File: src/rtl/flash_prog_ctrl_pkg.sv
// rtl/flash_prog_ctrl_pkg.sv - shared widths, types and state encoding for flash_prog_ctrl
//
// Purpose: flash word address/data widths and the sequencer state constants.
// Ports:   none (package).
package flash_prog_ctrl_pkg;

  localparam int ADDR_W = 22;  // flash word address bus
  localparam int DATA_W = 16;  // flash data bus

  typedef logic [ADDR_W-1:0] flash_addr_t;
  typedef logic [DATA_W-1:0] flash_data_t;

  localparam logic [3:0] S_IDLE       = 4'd0;
  localparam logic [3:0] S_WAIT_LO    = 4'd1;
  localparam logic [3:0] S_WAIT_HI    = 4'd2;
  localparam logic [3:0] S_ERASE_REQ  = 4'd3;
  localparam logic [3:0] S_ERASE_WAIT = 4'd4;
  localparam logic [3:0] S_WRITE_REQ  = 4'd5;
  localparam logic [3:0] S_WRITE_WAIT = 4'd6;
  localparam logic [3:0] S_READ_REQ   = 4'd7;
  localparam logic [3:0] S_READ_WAIT  = 4'd8;
  localparam logic [3:0] S_NEXT       = 4'd9;
  localparam logic [3:0] S_FIN        = 4'd10;
  localparam logic [3:0] S_ERR        = 4'd11;

endpackage

File: src/rtl/flash_prog_ctrl_if.sv
// rtl/flash_prog_ctrl_if.sv - bus between the programming sequencer and the word-wide flash driver
//
// Purpose: groups the driver address/data, level enables and finish levels.
// Modports: master = sequencer (drives address, write data, enables)
//           slave  = flash driver (drives read data, finish levels)
interface flash_prog_ctrl_if;
  import flash_prog_ctrl_pkg::*;

  flash_addr_t drv_addr;
  flash_data_t drv_wdata;
  flash_data_t drv_rdata;
  logic        drv_en_read;
  logic        drv_en_erase;
  logic        drv_en_write;
  logic        drv_read_finish;
  logic        drv_erase_finish;
  logic        drv_write_finish;

  modport master (
    output drv_addr, drv_wdata, drv_en_read, drv_en_erase, drv_en_write,
    input  drv_rdata, drv_read_finish, drv_erase_finish, drv_write_finish
  );

  modport slave (
    input  drv_addr, drv_wdata, drv_en_read, drv_en_erase, drv_en_write,
    output drv_rdata, drv_read_finish, drv_erase_finish, drv_write_finish
  );

endinterface

File: src/rtl/flash_prog_ctrl_req_hs.sv
// rtl/flash_prog_ctrl_req_hs.sv - enable/finish handshake for one flash driver operation
//
// Purpose: drives one driver enable while the sequencer requests it and
//          reports when the request phase may end and when the op completes.
// Ports:   clk, rst        clock, synchronous active-high reset
//          req             sequencer is in the request state for this op
//          in_wait         sequencer is in the wait state for this op
//          finish          driver finish level for this op
//          en              driver enable
//          ack             last cycle of the request phase
//          cmpl            driver finished while waiting
// HOLD=0: ack when finish falls (driver started). HOLD=N: ack on Nth cycle.
module flash_prog_ctrl_req_hs #(
  parameter int HOLD = 0
) (
  input  logic clk,
  input  logic rst,
  input  logic req,
  input  logic in_wait,
  input  logic finish,
  output logic en,
  output logic ack,
  output logic cmpl
);

  localparam int CW = (HOLD > 1) ? $clog2(HOLD) : 1;

  logic [CW-1:0] cnt_q, cnt_d;
  logic          hold_done;

  // Cycles of enable so far; the Nth cycle is the one at count N-1.
  assign hold_done = (cnt_q == CW'(HOLD - 1));

  assign en   = req;
  assign ack  = req & ((HOLD == 0) ? ~finish : hold_done);
  assign cmpl = in_wait & finish;

  always_comb begin
    cnt_d = '0;
    if (req && !ack) cnt_d = cnt_q + 1'b1;
  end

  always_ff @(posedge clk) begin
    if (rst) cnt_q <= '0;
    else     cnt_q <= cnt_d;
  end

endmodule

File: src/rtl/flash_prog_ctrl.sv
// rtl/flash_prog_ctrl.sv - byte stream to flash word programmer with erase and read-back verify
//
// Purpose: packs UART bytes into little-endian 16-bit words and programs them
//          to consecutive flash word addresses, erasing each block on entry.
// Ports:   clk, rst                  clock, synchronous active-high reset
//          start/base_addr/word_count run request (accepted only when idle)
//          rx_data/rx_valid/rx_ready byte input
//          drv                       flash driver bus (master side)
//          busy/done/error/err_addr/words_done  run status
module flash_prog_ctrl
  import flash_prog_ctrl_pkg::*;
#(
  parameter int BLOCK_BITS = 16,
  parameter int READ_HOLD  = 8,
  parameter bit VERIFY     = 1'b1
) (
  input  logic              clk,
  input  logic              rst,
  input  logic              start,
  input  flash_addr_t       base_addr,
  input  flash_addr_t       word_count,
  input  logic [7:0]        rx_data,
  input  logic              rx_valid,
  output logic              rx_ready,
  flash_prog_ctrl_if.master drv,
  output logic              busy,
  output logic              done,
  output logic              error,
  output flash_addr_t       err_addr,
  output flash_addr_t       words_done
);

  logic [3:0]  state_q, state_d;
  flash_addr_t cur_addr_q, cur_addr_d;
  flash_addr_t remaining_q, remaining_d;
  flash_addr_t words_done_q, words_done_d;
  flash_addr_t err_addr_q, err_addr_d;
  flash_data_t word_q, word_d;
  flash_data_t rdata_q, rdata_d;
  logic        busy_q, busy_d;
  logic        done_q, done_d;
  logic        error_q, error_d;

  logic erase_ack, erase_cmpl, write_ack, write_cmpl, read_ack, read_cmpl;
  logic overrun;

  flash_prog_ctrl_req_hs #(.HOLD(0)) u_erase_hs (
    .clk(clk), .rst(rst),
    .req(state_q == S_ERASE_REQ), .in_wait(state_q == S_ERASE_WAIT),
    .finish(drv.drv_erase_finish),
    .en(drv.drv_en_erase), .ack(erase_ack), .cmpl(erase_cmpl)
  );

  flash_prog_ctrl_req_hs #(.HOLD(0)) u_write_hs (
    .clk(clk), .rst(rst),
    .req(state_q == S_WRITE_REQ), .in_wait(state_q == S_WRITE_WAIT),
    .finish(drv.drv_write_finish),
    .en(drv.drv_en_write), .ack(write_ack), .cmpl(write_cmpl)
  );

  flash_prog_ctrl_req_hs #(.HOLD(READ_HOLD)) u_read_hs (
    .clk(clk), .rst(rst),
    .req(state_q == S_READ_REQ), .in_wait(state_q == S_READ_WAIT),
    .finish(drv.drv_read_finish),
    .en(drv.drv_en_read), .ack(read_ack), .cmpl(read_cmpl)
  );

  assign rx_ready = (state_q == S_WAIT_LO) || (state_q == S_WAIT_HI);
  // A byte arriving while a run cannot take it is lost data; ERR already aborts.
  assign overrun  = rx_valid && !rx_ready && busy_q && (state_q != S_ERR);

  always_comb begin
    state_d      = state_q;
    cur_addr_d   = cur_addr_q;
    remaining_d  = remaining_q;
    words_done_d = words_done_q;
    err_addr_d   = err_addr_q;
    word_d       = word_q;
    rdata_d      = rdata_q;
    busy_d       = busy_q;
    done_d       = done_q;
    error_d      = error_q;
    if (overrun) begin
      err_addr_d = cur_addr_q;
      state_d    = S_ERR;
    end else begin
      case (state_q)
        S_IDLE: if (start) begin
          cur_addr_d   = base_addr;
          remaining_d  = word_count;
          words_done_d = '0;
          busy_d       = 1'b1;
          done_d       = 1'b0;
          error_d      = 1'b0;
          state_d      = (word_count == '0) ? S_FIN : S_WAIT_LO;
        end
        S_WAIT_LO: if (rx_valid) begin
          word_d[7:0] = rx_data;
          state_d     = S_WAIT_HI;
        end
        S_WAIT_HI: if (rx_valid) begin
          word_d[15:8] = rx_data;
          // Only a block-aligned word erases, so an unaligned first word never does.
          state_d = (cur_addr_q[BLOCK_BITS-1:0] == '0) ? S_ERASE_REQ : S_WRITE_REQ;
        end
        S_ERASE_REQ:  if (erase_ack)  state_d = S_ERASE_WAIT;
        S_ERASE_WAIT: if (erase_cmpl) state_d = S_WRITE_REQ;
        S_WRITE_REQ:  if (write_ack)  state_d = S_WRITE_WAIT;
        S_WRITE_WAIT: if (write_cmpl) state_d = VERIFY ? S_READ_REQ : S_NEXT;
        S_READ_REQ: if (read_ack) begin
          rdata_d = drv.drv_rdata;
          state_d = S_READ_WAIT;
        end
        S_READ_WAIT: if (read_cmpl) begin
          if (rdata_q != word_q) begin
            err_addr_d = cur_addr_q;
            state_d    = S_ERR;
          end else begin
            state_d = S_NEXT;
          end
        end
        S_NEXT: begin
          cur_addr_d   = cur_addr_q + 1'b1;
          words_done_d = words_done_q + 1'b1;
          remaining_d  = remaining_q - 1'b1;
          state_d      = (remaining_q == 22'd1) ? S_FIN : S_WAIT_LO;
        end
        S_FIN: begin
          done_d  = 1'b1;
          busy_d  = 1'b0;
          state_d = S_IDLE;
        end
        S_ERR: begin
          error_d = 1'b1;
          busy_d  = 1'b0;
          state_d = S_IDLE;
        end
        default: state_d = S_IDLE;
      endcase
    end
  end

  always_ff @(posedge clk) begin
    if (rst) begin
      state_q      <= S_IDLE;
      cur_addr_q   <= '0;
      remaining_q  <= '0;
      words_done_q <= '0;
      err_addr_q   <= '0;
      word_q       <= '0;
      rdata_q      <= '0;
      busy_q       <= 1'b0;
      done_q       <= 1'b0;
      error_q      <= 1'b0;
    end else begin
      state_q      <= state_d;
      cur_addr_q   <= cur_addr_d;
      remaining_q  <= remaining_d;
      words_done_q <= words_done_d;
      err_addr_q   <= err_addr_d;
      word_q       <= word_d;
      rdata_q      <= rdata_d;
      busy_q       <= busy_d;
      done_q       <= done_d;
      error_q      <= error_d;
    end
  end

  assign drv.drv_addr  = cur_addr_q;
  assign drv.drv_wdata = word_q;
  assign busy          = busy_q;
  assign done          = done_q;
  assign error         = error_q;
  assign err_addr      = err_addr_q;
  assign words_done    = words_done_q;

endmodule

File: src/flat_wrapper.sv
// flat-port wrapper written by rule: the top's interface ports become plain ports
module flash_prog_ctrl_flat import flash_prog_ctrl_pkg::*;
#(
  parameter int BLOCK_BITS = 16,
  parameter int READ_HOLD  = 8,
  parameter bit VERIFY     = 1'b1
)
  (clk, rst, start, base_addr, word_count, rx_data, rx_valid, rx_ready, busy, done, error, err_addr, words_done, drv_drv_addr, drv_drv_wdata, drv_drv_en_read, drv_drv_en_erase, drv_drv_en_write, drv_drv_rdata, drv_drv_read_finish, drv_drv_erase_finish, drv_drv_write_finish);
  flash_prog_ctrl_if drv_i ();
  input  logic clk;
  input  logic rst;
  input  logic start;
  input  flash_addr_t base_addr;
  input  flash_addr_t word_count;
  input  logic [7:0] rx_data;
  input  logic rx_valid;
  output logic rx_ready;
  output logic busy;
  output logic done;
  output logic error;
  output flash_addr_t err_addr;
  output flash_addr_t words_done;
  output wire logic [$bits(drv_i.drv_addr)-1:0] drv_drv_addr;
  output wire logic [$bits(drv_i.drv_wdata)-1:0] drv_drv_wdata;
  output wire logic [$bits(drv_i.drv_en_read)-1:0] drv_drv_en_read;
  output wire logic [$bits(drv_i.drv_en_erase)-1:0] drv_drv_en_erase;
  output wire logic [$bits(drv_i.drv_en_write)-1:0] drv_drv_en_write;
  input wire logic [$bits(drv_i.drv_rdata)-1:0] drv_drv_rdata;
  input wire logic [$bits(drv_i.drv_read_finish)-1:0] drv_drv_read_finish;
  input wire logic [$bits(drv_i.drv_erase_finish)-1:0] drv_drv_erase_finish;
  input wire logic [$bits(drv_i.drv_write_finish)-1:0] drv_drv_write_finish;
  assign drv_drv_addr = drv_i.drv_addr;
  assign drv_drv_wdata = drv_i.drv_wdata;
  assign drv_drv_en_read = drv_i.drv_en_read;
  assign drv_drv_en_erase = drv_i.drv_en_erase;
  assign drv_drv_en_write = drv_i.drv_en_write;
  assign drv_i.drv_rdata = drv_drv_rdata;
  assign drv_i.drv_read_finish = drv_drv_read_finish;
  assign drv_i.drv_erase_finish = drv_drv_erase_finish;
  assign drv_i.drv_write_finish = drv_drv_write_finish;
  flash_prog_ctrl #(.BLOCK_BITS(BLOCK_BITS), .READ_HOLD(READ_HOLD), .VERIFY(VERIFY)) u_core (.clk(clk), .rst(rst), .start(start), .base_addr(base_addr), .word_count(word_count), .rx_data(rx_data), .rx_valid(rx_valid), .rx_ready(rx_ready), .drv(drv_i), .busy(busy), .done(done), .error(error), .err_addr(err_addr), .words_done(words_done));
endmodule
File: config.mk
export PLATFORM = sky130hd
export DESIGN_NAME = flash_prog_ctrl_flat
export DESIGN_NICKNAME = d
export VERILOG_FILES = /design/src/rtl/flash_prog_ctrl_pkg.sv /design/src/rtl/flash_prog_ctrl_if.sv /design/src/rtl/flash_prog_ctrl_req_hs.sv /design/src/rtl/flash_prog_ctrl.sv /design/src/flat_wrapper.sv
export SDC_FILE = /design/constraint.sdc
export NUM_CORES = 1
export LEC_CHECK = 0
export BUFFER_PORTS_ARGS = -buffer_cell sky130_fd_sc_hd__buf_2
export CAP_MARGIN = 40
export CORE_AREA = 2 2 119 121
export DETAILED_ROUTE_END_ITERATION = 10
export DIE_AREA = 0 0 121 123
export PLACE_DENSITY_LB_ADDON = 0.1
export SYNTH_ARGS = -nofsm -noshare
export SYNTH_HDL_FRONTEND = slang
export SYNTH_SLANG_ARGS = --single-unit
File: constraint.sdc
create_clock -name clk -period 3.4 [get_ports clk]
set_clock_uncertainty 0.05 [all_clocks]
set_input_delay 0.34 -clock clk [delete_from_list [all_inputs] [get_ports clk]]
set_output_delay 0.34 -clock clk [all_outputs]
set_load 0.05 [all_outputs]
### Yosys cells after proc, flatten, opt, wreduce, memory -nomap -nowiden

Cells that the tools add are included.

| storage, ports and cells | value |
|---|---|
| output and inout port bits | 89 |
| input port bits | 75 |
| register bits after elaboration | 130 |
| logic and storage cells | 120 |

| cells by class | value |
|---|---|
| bitwise logic cells | 10 |
| reductions and logical operators | 30 |
| equality and inequality tests | 33 |
| $add $sub $neg | 4 |
| mux-type cells | 30 |

Operators with widths:

| kind | number |
|---|---|
| 22-bit two-way mux | 7 |
| 22-bit case mux with 2 select lines | 3 |
| 4-bit two-way mux | 12 |
| 22-bit by 1-bit adder with 22-bit output (second input constant) | 2 |
| 4-bit case mux with 10 select lines | 1 |
| 3-bit AND reduction | 8 |
| 22-bit by 1-bit equality test with 1-bit output (second input constant) | 1 |
| 22-bit zero test | 1 |
| 22-bit by 1-bit subtractor with 22-bit output (second input constant) | 1 |
| 3-bit by 1-bit inequality test with 1-bit output (second input constant) | 6 |
| 9-bit AND reduction | 2 |
| 4-bit by 3-bit equality test with 1-bit output (second input constant) | 4 |
| 4-bit equality test (second input constant) | 4 |
| 16-bit zero test | 1 |
| 16-bit inequality test | 1 |
| 2-bit nonzero test | 7 |
| 2-bit by 1-bit inequality test with 1-bit output (second input constant) | 6 |
| 3-bit by 2-bit inequality test with 1-bit output (second input constant) | 3 |
| 4-bit by 2-bit equality test with 1-bit output (second input constant) | 2 |
| 1-bit AND | 6 |
| 2-bit inequality test (second input constant) | 3 |
| 1-bit case mux with 2 select lines | 3 |
| 2-bit OR reduction | 3 |
| 4-bit by 1-bit equality test with 1-bit output (second input constant) | 1 |
| 11 further kinds | 19 |

### Depth between registers and ports, before layout

Gate-level depths: netlist of run 1.

| depth | value |
|---|---|
| depth after elaboration | 8 |
| mapped depth | 10 |

### Hierarchy

Synthesis of run 1 repeated with hierarchy kept, for this count alone.

| unflattened totals | value |
|---|---|
| cells, all modules | 858 |
| area total of the unflattened synthesis | 6845.3 µm² |

By module, submodules not included:

| module | area an instance (µm²) | cells each | seq. area each (µm²) | instances |
|---|---|---|---|---|
| flash_prog_ctrl | 6652.6 | 841 | 2542.4 | 1 |
| flash_prog_ctrl_req_hs at u_core.u_read_hs | 145.1 | 11 | 60.1 | 1 |
| flash_prog_ctrl_req_hs at u_core.u_erase_hs ... | 23.8 | 3 | 0.0 | 2 |

### Least setup slack after synthesis of run 1

No wires, ideal clock.

| timing | value |
|---|---|
| path type | flip-flop to flip-flop |
| start | register u_core.state_q[0] |
| end | register u_core.state_q[3] |
| clock period less this slack | 2666 ps |
| path buffers | 1 |
| slack | 734 ps |
| stages on the path, launching flop included | 7 |
| data required time | 3215 ps |
| data arrival time | 2481 ps |
| path through | dfxtp_1 > clkbuf_1 > nand2b_1 > a21boi_0 > a2111o_1 > a211o_1 > o22ai_1 |

| between the ends | value |
|---|---|
| word-level cells in the longest chain between the ends | 8 |
| elaborated cells on any way between the ends | 34 |
| classes of those cells | eq/ne: 19; mux: 2; bitwise: 6; reduce/logical: 7 |

RTL lines:

| element | line | RTL |
|---|---|---|
| start: declaration | flash_prog_ctrl.sv:33 | `logic [3:0] state_q, state_d;` |
| start signal: assignment | flash_prog_ctrl.sv:156 | `state_q <= state_d;` |
| 4-bit by 1-bit equality test with 1-bit output / 4-bit by 2-bit equality test with 1-bit output (equally long branches) | flash_prog_ctrl.sv:68 | `assign rx_ready = (state_q == S_WAIT_LO) \|\| (state_q == S_WAIT_HI);` |
| 1-bit logical OR * | flash_prog_ctrl.sv:68 |  |
| via rx_ready | flat_wrapper.sv:17 | `output logic rx_ready;` |
| 1-bit zero test * | flash_prog_ctrl.sv:70 | `assign overrun = rx_valid && !rx_ready && busy_q && (state_q != S_ERR);` |
| 1-bit logical AND * (3 in a row) | flash_prog_ctrl.sv:70 |  |
| 3-bit by 1-bit inequality test with 1-bit output (no line) / 3-bit by 2-bit inequality test with 1-bit output (equally long branches) | n/a |  |
| 9-bit AND reduction (no line) | n/a |  |

Mark *: on every way through the listed nets, which the timed path passes. The rest lies on a longest branch.
A chain may end at the register's enable or synchronous reset.

### Final worst setup path of run 1

| timing | value |
|---|---|
| start | register u_core.state_q[0] |
| end | output port drv_drv_en_read |

| between the ends | value |
|---|---|
| word-level cells in the longest chain between the ends | 1 |

RTL lines:

| element | line | RTL |
|---|---|---|
| 4-bit by 3-bit equality test with 1-bit output | flash_prog_ctrl.sv:63 | `.req(state_q == S_READ_REQ), .in_wait(state_q == S_READ_WAIT),` |
| end: declaration | flat_wrapper.sv:25 | `output wire logic [$bits(drv_i.drv_en_read)-1:0] drv_drv_en_read;` |

No other way between the ends.

==> impl_metrics.toml, run 1 <==
[status]
run_status = "finished, final reports clean"

[synthesis]
ys_seq_area_frac = 0.393
ys_warn_count = 0
synth.area.top_cells = "dfxtp_1 (39%), nor2_1 (6.3%), mux2i_1 (6.2%), a21oi_1 (5.8%), nand2_1 (4.4%)"
synth_edf_count = 0
synth_top_cell_area_share = 0.393
synth_area_mm2 = 0.00663
avgSynthCellArea_um2 = 8.00
syn_nets = 911
synth_top_area_cell = "dfxtp_1"
netlist-cell-type-count = 65
netlist_instances = 829
synth-seq-cells = 130
async_flop_share = 0
synth_ff_type = "dfxtp_1"

[global_route]
grt_usage = 0.251
antenna_found_initial = 0
grt_pass1_wl_mm = 30.1
grt_max_degree = 74
grt_pass1_vias = 6041
grt-ovfl-total = 0

[sta]
slew_violations = 0
hold_viol = 0
finalSetupViolCount = 0
fin_tns_setup_ps = 0
relSlewSlack = 0.515
fmax_ghz = 0.407
fin_crit_ps = 2460
worstMarginPinSlew_ps = 727
rsz0062_at_grt = "no"
min_period_over_period = 0.723
fin_ws_ps = 943

[pwr]
pwr-share-comb = 0.360
p_switching_mw = 2.48
internal_power_mw = 3.87
power_frac_clock = 0.317
vdd_drop_max_mv = 0.399
swShare = 0.390
seqPwrFrac = 0.323
powerDensity_mw_per_mm2 = 772
finalPower_mw = 6.34
leakage_nw = 3.46

[die]
die-height_um = 123
core-area_mm2 = 0.0136
rows = 43
ioPinCount = 164
start_util = 0.487
die_w_um = 121
dieArea_mm2 = 0.0149

[detailed_routing]
vias = 6526
drcViolationCount = 0
dr.pass1.iters = 5
wirelength_mm = 18.6
via_per_inst = 5.64
wl_per_cell_um = 16.1
ant_nets = 0
drtIter0Drc = 529

[critical_path]
end_kind = "primary output"
rr_endpoint = "u_core.words_done[17]"
worst-setup-path-type = "reg -> out"
path_max_fanout = 24
worst_setup_path_start_kind = "flop"
reg2reg_slack_ps = 970
r2r_cells = 5
critPathArrivalTime_ps = 2070
timing.rr.start = "u_core.state_q[0]"
cp.required_ps = 3010

[min_path]
min-delay-start = "drv_drv_rdata[3]"
min_path_cells = 3
hold_end = "u_core.rdata_q[3]"
holdCritPathClass = "in -> reg"

[cts]
clock_latency_ps = 410
cts_buffer_depth = 2
cts_buffers = 17
htreeDepth = 4
cts_tree = "built"
path_clk_slew_ps = 60
cts-root-buf = "clkbuf_16"
cts_resized = 0
holdBufCountCts = 0
cts.sinks = 130
cts_setup_buffers = 0

[place]
gp_congestion = 0.887
preCtsSetupSlack_ps = 972
dp_hpwl_mm = 12.7
numPortBuffers = 163

[final_layout]
drive_gt1_frac = 0.226
n_antenna_cell = 0
nFillCells = 1293
syn_to_final_growth_pct = 24.0
fin_nets = 1048

[run]
drv_cap = 0
==> final cells by class <==
class / count / area, um^2 / area share
repair buffers: 175 / 936 / 0.114
inverters: 15 / 56.3 / 0.00685
clock buffers: 21 / 470 / 0.0572
multi-input cells: 627 / 3750 / 0.456
clock inverters: 9 / 179 / 0.0218
flip-flops and latches: 130 / 2600 / 0.317
well taps: 180 / 225 / 0.0274
==> routing by layer <==
layer	vias up	global-route usage	wire, um
li1	3233	-	-
met1	3051	0.349	8760
met2	225	0.388	8420
met3	17	0.0604	1170
met4	0	0.0698	226
met5	-	0	0
==> synth_stat cells (all sizes together) (6+ instances only) <==
library cell,n
dfxtp,130
nor2,112
a21oi,78
nand2,78
clkbuf,48
mux2i,41
o21ai,37
nand3,33
nor3,29
xnor2,28
nor4,17
inv,14
xor2,11
nand4,10
a21o,9
and2,9
and3,9
buf,9
or3,9
a31oi,7
ha,7
nor2b,7
a22oi,6
nand2b,6
o31ai,6
or4,6
==> state kept, by name (all words and copies together) (netlist names) <==
signal                  count
u_core.drv.drv_addr        22
u_core.err_addr            22
u_core.remaining_q         22
u_core.words_done          22
u_core.drv.drv_wdata       16
u_core.rdata_q             16
u_core.state_q              4
u_core.u_read_hs.cnt_q      3
u_core.busy                 1
u_core.done                 1
u_core.error                1
==> layout by cell type, fill, tap and decap left out, types with 28 or more instances in the layout <==
master / instances
nand3_1: 33
o21ai_0: 34
nand2_1: 78
nor2_1: 111
mux2i_1: 41
dfxtp_1: 130
buf_2: 162
nor3_1: 29
xnor2_1: 28
a21oi_1: 77
==> cell families (layout without fill, tap and decap cells) <==
logic type | count (synthesis) | after routing | synth area share
xor+xnor | 39 | 39 | 0.0515
mux | 42 | 42 | 0.0636
buf+inv | 72 | 220 | 0.0430
fa+ha+maj | 7 | 7 | 0.0132
compound gates | 197 | 197 | 0.188
flops | 130 | 130 | 0.393
simple gates | 342 | 342 | 0.248
==> worst max-delay path, cell delays in order, from the launching register on <==
cell and delay [ps]:
dfxtp_1 780, nand2_1 130, or2_2 330, inv_1 130, buf_2 280
==> metrics by stage <==
step | area, um^2 | utilization | hold WS [ps] | instances
after CTS | 8220 | 0.604 | 104 | 1157
after floorplan | 6630 | - | 354 | 829
after global routing | 8220 | 0.604 | 117 | 1157
final | 8220 | 0.604 | 114 | 1157
after detailed placement | 7570 | 0.556 | 370 | 1127
after global placement | 7530 | 0.553 | 376 | 1125
==> worst max path at each step <==
| stage | startpoint | endpoint | cells after the start |
|---|---|---|---|
| 3_5_place_dp | u_core.state_q[0] | u_core.words_done[6] | 5 |
| 2_1_floorplan | u_core.state_q[0] | u_core.state_q[3] | 6 |
| 6_report | u_core.state_q[0] | drv_drv_en_read | 4 |
| 5_1_grt | u_core.state_q[0] | u_core.drv.drv_addr[12] | 7 |
| 4_1_cts | u_core.state_q[0] | drv_drv_en_read | 4 |
| 3_3_place_gp | rx_valid | u_core.drv.drv_addr[12] | 7 |
==> power by group through the flow <==
stage                     Combinational, mW  Clock, mW  Sequential, mW
after floorplan                        1.45          0            2.31
after global placement                 2.24          0            2.07
after detailed placement               2.26          0            2.07
after CTS                              2.28       2.03            2.04
after global routing                   2.50       2.11            2.09
final                                  2.29       2.01            2.05
Note: power is estimated with default switching activity, not from simulation.
==> inputs of run 2 (changes only) <==
==> constraint.sdc (replaced) <==
create_clock -name clk -period 2.43 [get_ports clk]
set_clock_uncertainty 0.05 [all_clocks]
set_input_delay 0.243 -clock clk [delete_from_list [all_inputs] [get_ports clk]]
set_output_delay 0.243 -clock clk [all_outputs]
set_load 0.05 [all_outputs]
==> run 2 against run 1 <==
Net effect:
- die area did not move
- via count rose by 2.3%
- sequential power rose by 34%
- total power rose by 37%
- sequential share of layout area fell by 1.0 points
- sequential cell count did not move
- worst setup slack got worse by 790 ps
- utilization rose by 2.0 points
- critical endpoint is now u_core.state_q[0]
- critical path type is now reg -> reg
- critical path depth rose by 2
- clock power rose by 20%
==> impl_metrics.toml, run 2 (synthesis gave the netlist of run 1 again) <==
[status]
run_status = "finished, final reports clean"

[place]
numPortBuffers = 163
preCtsSetupSlack_ps = 172
dp_cells = 1154
dp_hpwl_mm = 12.7
place_area_mm2 = 0.00779
gp_congestion = 0.889

[sta]
fin_tns_setup_ps = 0
finalSetupViolCount = 0
slew_violations = 0
rsz0062_at_grt = "no"
fmax_ghz = 0.439
relSlewSlack = 0.605
fin_ws_ps = 152
worstMarginPinSlew_ps = 593
min_period_over_period = 0.937
holdWs_ps = 17.4
fin_crit_ps = 2280
hold_viol = 0

[pwr]
vdd_drop_max_mv = 0.763
powerDensity_mw_per_mm2 = 1030
finalPower_mw = 8.71
leakage_nw = 3.60

[final_layout]
stdcell_count = 1200
regArea_mm2 = 0.00260
drive_gt1_frac = 0.247
fin_nets = 1089
syn_to_final_growth_pct = 28.1
final_core_util = 0.624
mostFrequentLayoutCell = "buf_2"
nFillCells = 1286
multiInputGateArea_mm2 = 0.00376
final_area_mm2 = 0.00849
mostFrequentLayoutCells = "buf_2 (162), dfxtp_1 (130), nor2_1 (111)"
n_antenna_cell = 0

[critical_path]
slowest_stage = "or4_4"
cpMostUsedCell = "or4_4"
crit_buf_inv = 0
path_max_fanout = 5
crit_start = "u_core.remaining_q[15]"
worst_setup_path_start_kind = "flop"
rr_endpoint = "u_core.state_q[0]"
reg2reg_slack_ps = 150
crit_chain = "or4_4 > or4_4 > or3_4 > o21a_1 > a21oi_2 > o22ai_1"
worst-setup-path-type = "reg -> reg"
cp_top_family = "simple AND/OR/NAND/NOR gates"
critPathArrivalTime_ps = 2510
max_stage_delay_ps = 550
r2r_cells = 6
end_kind = "flop"
timing.rr.start = "u_core.remaining_q[15]"
cp.required_ps = 2660

[detailed_routing]
ant_nets = 0
vias = 6676
via_per_inst = 5.56
dr.pass1.iters = 6
wirelength_mm = 18.9
drcViolationCount = 0
wl_per_cell_um = 15.7
drtIter0Drc = 408

[cts]
htreeDepth = 4
cts.sinks = 130
clock_latency_ps = 420
cts_buffers = 17
cts_buffer_depth = 2
cts-root-buf = "clkbuf_16"
cts_setup_buffers = 0
path_clk_slew_ps = 60
cts_tree = "built"

[min_path]
holdCritPathClass = "in -> reg"
min_path_cells = 3
min-delay-start = "drv_drv_rdata[15]"
hold_end = "u_core.rdata_q[15]"

[die]
ioPinCount = 164
die-height_um = 123
die_w_um = 121
core-area_mm2 = 0.0136
rows = 43
start_util = 0.487
dieArea_mm2 = 0.0149

[global_route]
grt_pass1_vias = 5964
antenna_found_initial = 0
grt-ovfl-total = 0
grt_pass1_wl_mm = 30.0
grt_usage = 0.253
grt_max_degree = 110

[run]
drv_cap = 0
run 2: changes by cell type in the layout (fill, tap and decap cells not counted), moves of 3 or more:
cell / change
buf_4: +26
clkinvlp_4: +4
bufinv_16: -4
buf_12: +3
clkinv_2: +3
dlygate4sd3_1: +14
run 2: worst max-delay path by stage:
stage                                         end  slack, ps  cells past startpoint
after floorplan           u_core.drv.drv_addr[19]         80                      7
final                           u_core.state_q[0]        150                      6
after global routing              drv_drv_en_read         90                      5
after CTS                       u_core.state_q[0]        160                      6
after global placement          u_core.state_q[0]        200                      6
after detailed placement        u_core.state_q[0]        170                      6
run 2: per-layer routing:
metal	vias up	global-route usage	share of wire
met4	0	0.0843	0.014
met1	3139	0.341	0.47
met5	-	0	0
met2	202	0.396	0.46
li1	3314	-	-
met3	21	0.0627	0.061
run 2: final cells by class:
class	instances	area share
clock buffer	19	0.0533
clock inverter	13	0.0133
inverter	15	0.00663
multi-input combinational	627	0.442
sequential	130	0.306
tap	180	0.0265
timing repair buffer	216	0.152
run 2: report_power, final:
| group | switching (mW) | internal [mW] |
|---|---|---|
| logic | 2.25 | 1.30 |
| clock network | 0.967 | 1.45 |
| registers | 0.340 | 2.41 |
run 2: timing repair:
action / CTS / global route
endpoints found under the hold margin: 14 / 0
gates resized for setup: 0 / 0
hold buffers: 14 / 0
run 2: worst min-delay path, delay by kind of cell:
| family | cells | cell delay [ps] |
|---|---|---|
| compound gates | 1 | 50 |
| buf+inv | 1 | 110 |
| simple gates | 1 | 50 |
==> inputs of run 3 (changes only) <==
--- a/config.mk
+++ b/config.mk
@@ -5,7 +5,7 @@
 export SDC_FILE = /design/constraint.sdc
 export NUM_CORES = 1
 export LEC_CHECK = 0
-export BUFFER_PORTS_ARGS = -buffer_cell sky130_fd_sc_hd__buf_2
+export BUFFER_PORTS_ARGS = -buffer_cell sky130_fd_sc_hd__clkbuf_2
 export CAP_MARGIN = 40
 export CORE_AREA = 2 2 119 121
 export DETAILED_ROUTE_END_ITERATION = 10
==> constraint.sdc (replaced) <==
create_clock -name clk -period 2.7 [get_ports clk]
set_clock_uncertainty 0.05 [all_clocks]
set_input_delay 0.27 -clock clk [delete_from_list [all_inputs] [get_ports clk]]
set_output_delay 0.27 -clock clk [all_outputs]
set_load 0.05 [all_outputs]
==> run 3 against run 2 <==
Net effect:
- sequential power down 7%
- die area unchanged
- clock power up 2%
- hold slack better by 1.1 ps
- worst setup slack better by 170 ps
- sequential cell count unchanged
- via count down 1.2%
- final cell count down 2.8%
- register-to-register slack better by 210 ps
- critical path depth down 1
==> impl_metrics.toml, run 3 (synthesis gave the netlist of run 1 again) <==
[sta]
worstMarginPinSlew_ps = 693
rsz0062_at_grt = "no"
finalSetupViolCount = 0
relSlewSlack = 0.538
slew_violations = 0
fin_tns_setup_ps = 0
min_period_over_period = 0.881
fin_crit_ps = 2380
hold_viol = 0
fmax_ghz = 0.420

[critical_path]
cp.required_ps = 2380
path_max_fanout = 12
critPathArrivalTime_ps = 2060
end_kind = "primary output"
worst-setup-path-type = "reg -> out"
worst_setup_path_start_kind = "flop"

[final_layout]
n_antenna_cell = 0
final_area_mm2 = 0.00827
mostFrequentLayoutCells = "clkbuf_2 (162), dfxtp_1 (130), nor2_1 (111)"
stdcell_count = 1166
mostFrequentLayoutCell = "clkbuf_2"
syn_to_final_growth_pct = 24.8
final_core_util = 0.608
fin_nets = 1056
drive_gt1_frac = 0.234

[detailed_routing]
dr.pass1.iters = 5
wl_per_cell_um = 16.3
vias = 6599
via_per_inst = 5.66
drcViolationCount = 0
wirelength_mm = 19.0
drtIter0Drc = 541
ant_nets = 0

[die]
die-height_um = 123
core-area_mm2 = 0.0136
ioPinCount = 164
dieArea_mm2 = 0.0149
rows = 43
start_util = 0.487
die_w_um = 121

[cts]
htreeDepth = 4
cts_buffers = 17
clock_latency_ps = 420
cts.sinks = 130
holdBufCountCts = 0
cts_buffer_depth = 2
cts_setup_buffers = 0
cts_tree = "built"
cts_resized = 0
path_clk_slew_ps = 60
cts-root-buf = "clkbuf_16"

[place]
dp_cells = 1135
numPortBuffers = 163
gp_congestion = 0.878
place_area_mm2 = 0.00764
dp_hpwl_mm = 12.7

[pwr]
internal_power_mw = 4.79
vdd_drop_max_mv = 0.684
swShare = 0.399
seqPwrFrac = 0.321
powerDensity_mw_per_mm2 = 965
power_frac_clock = 0.308
leakage_nw = 3.43
pwr-share-comb = 0.371
p_switching_mw = 3.19

[global_route]
antenna_found_initial = 0
grt-ovfl-total = 0
grt_usage = 0.258
grt_pass1_vias = 6063
grt_pass1_wl_mm = 30.7
grt_max_degree = 110

[status]
run_status = "finished, final reports clean"

[min_path]
holdCritPathClass = "in -> reg"

[run]
drv_cap = 0
## run 3: changes by cell type in the layout (fill, tap and decap cells not counted)
cell,change
buf_2,-162
clkbuf_2,+162
buf_4,-19
dlygate4sd3_1,-14
bufinv_16,+3
clkinvlp_4,-3
clkinv_2,-2
a21boi_0,+1
a21boi_1,-1
inv_8,+1
nor4_1,+1
nor4_2,-1
## run 3: power by group through the flow
stage	Combinational [mW]	Sequential [mW]	Clock (mW)
6_report	2.96	2.56	2.46
3_3_place_gp	2.91	2.58	0
4_1_cts	2.95	2.55	2.50
3_5_place_dp	2.92	2.59	0
5_1_grt	3.23	2.61	2.58
2_1_floorplan	1.82	2.90	0
## run 3: final cells by class
type	instances	area (um^2)
Multi-Input combinational cell	627	3750
Fill cell	1274	5340
Inverter	15	56.3
Timing Repair Buffer	183	1010
Tap cell	180	225
Clock inverter	12	181
Sequential cell	130	2600
Clock buffer	19	453
## run 3: worst paths after layout
| kind | start | endpoint | slack (ps) | cells past startpoint |
|---|---|---|---|---|
| setup / recovery | u_core.state_q[0] | drv_drv_en_read | 320 | 5 |
| hold / removal | drv_drv_rdata[9] | u_core.rdata_q[9] | 20 | 3 |
| setup reg to reg | u_core.remaining_q[8] | u_core.state_q[0] | 360 | 6 |
| hold reg to reg | u_core.u_read_hs.cnt_q[0] | u_core.u_read_hs.cnt_q[0] | 400 | 1 |
## run 3: metrics by stage
stage,hold slack (ps),worst slack [ps],power [mW]
global placement,378,401,5.49
floorplan,354,34.3,4.73
detailed placement,396,384,5.51
CTS,3.06,329,8.00
global route,17.1,216,8.42
finish,18.5,321,7.98
## run 3: critical path, stage by stage (launching register included)
cell	delay, ps
dfxtp_1	560
buf_4	220
nand2_1	60
or2_2	310
inv_1	180
clkbuf_2	320
## run 3: per-layer routing
metal  track usage  wire length, um  up-vias
li1              -                -     3246
met1         0.356             8700     3088
met2         0.396             8680      245
met3        0.0660             1340       20
met4        0.0821              259        0
met5             0                0        -
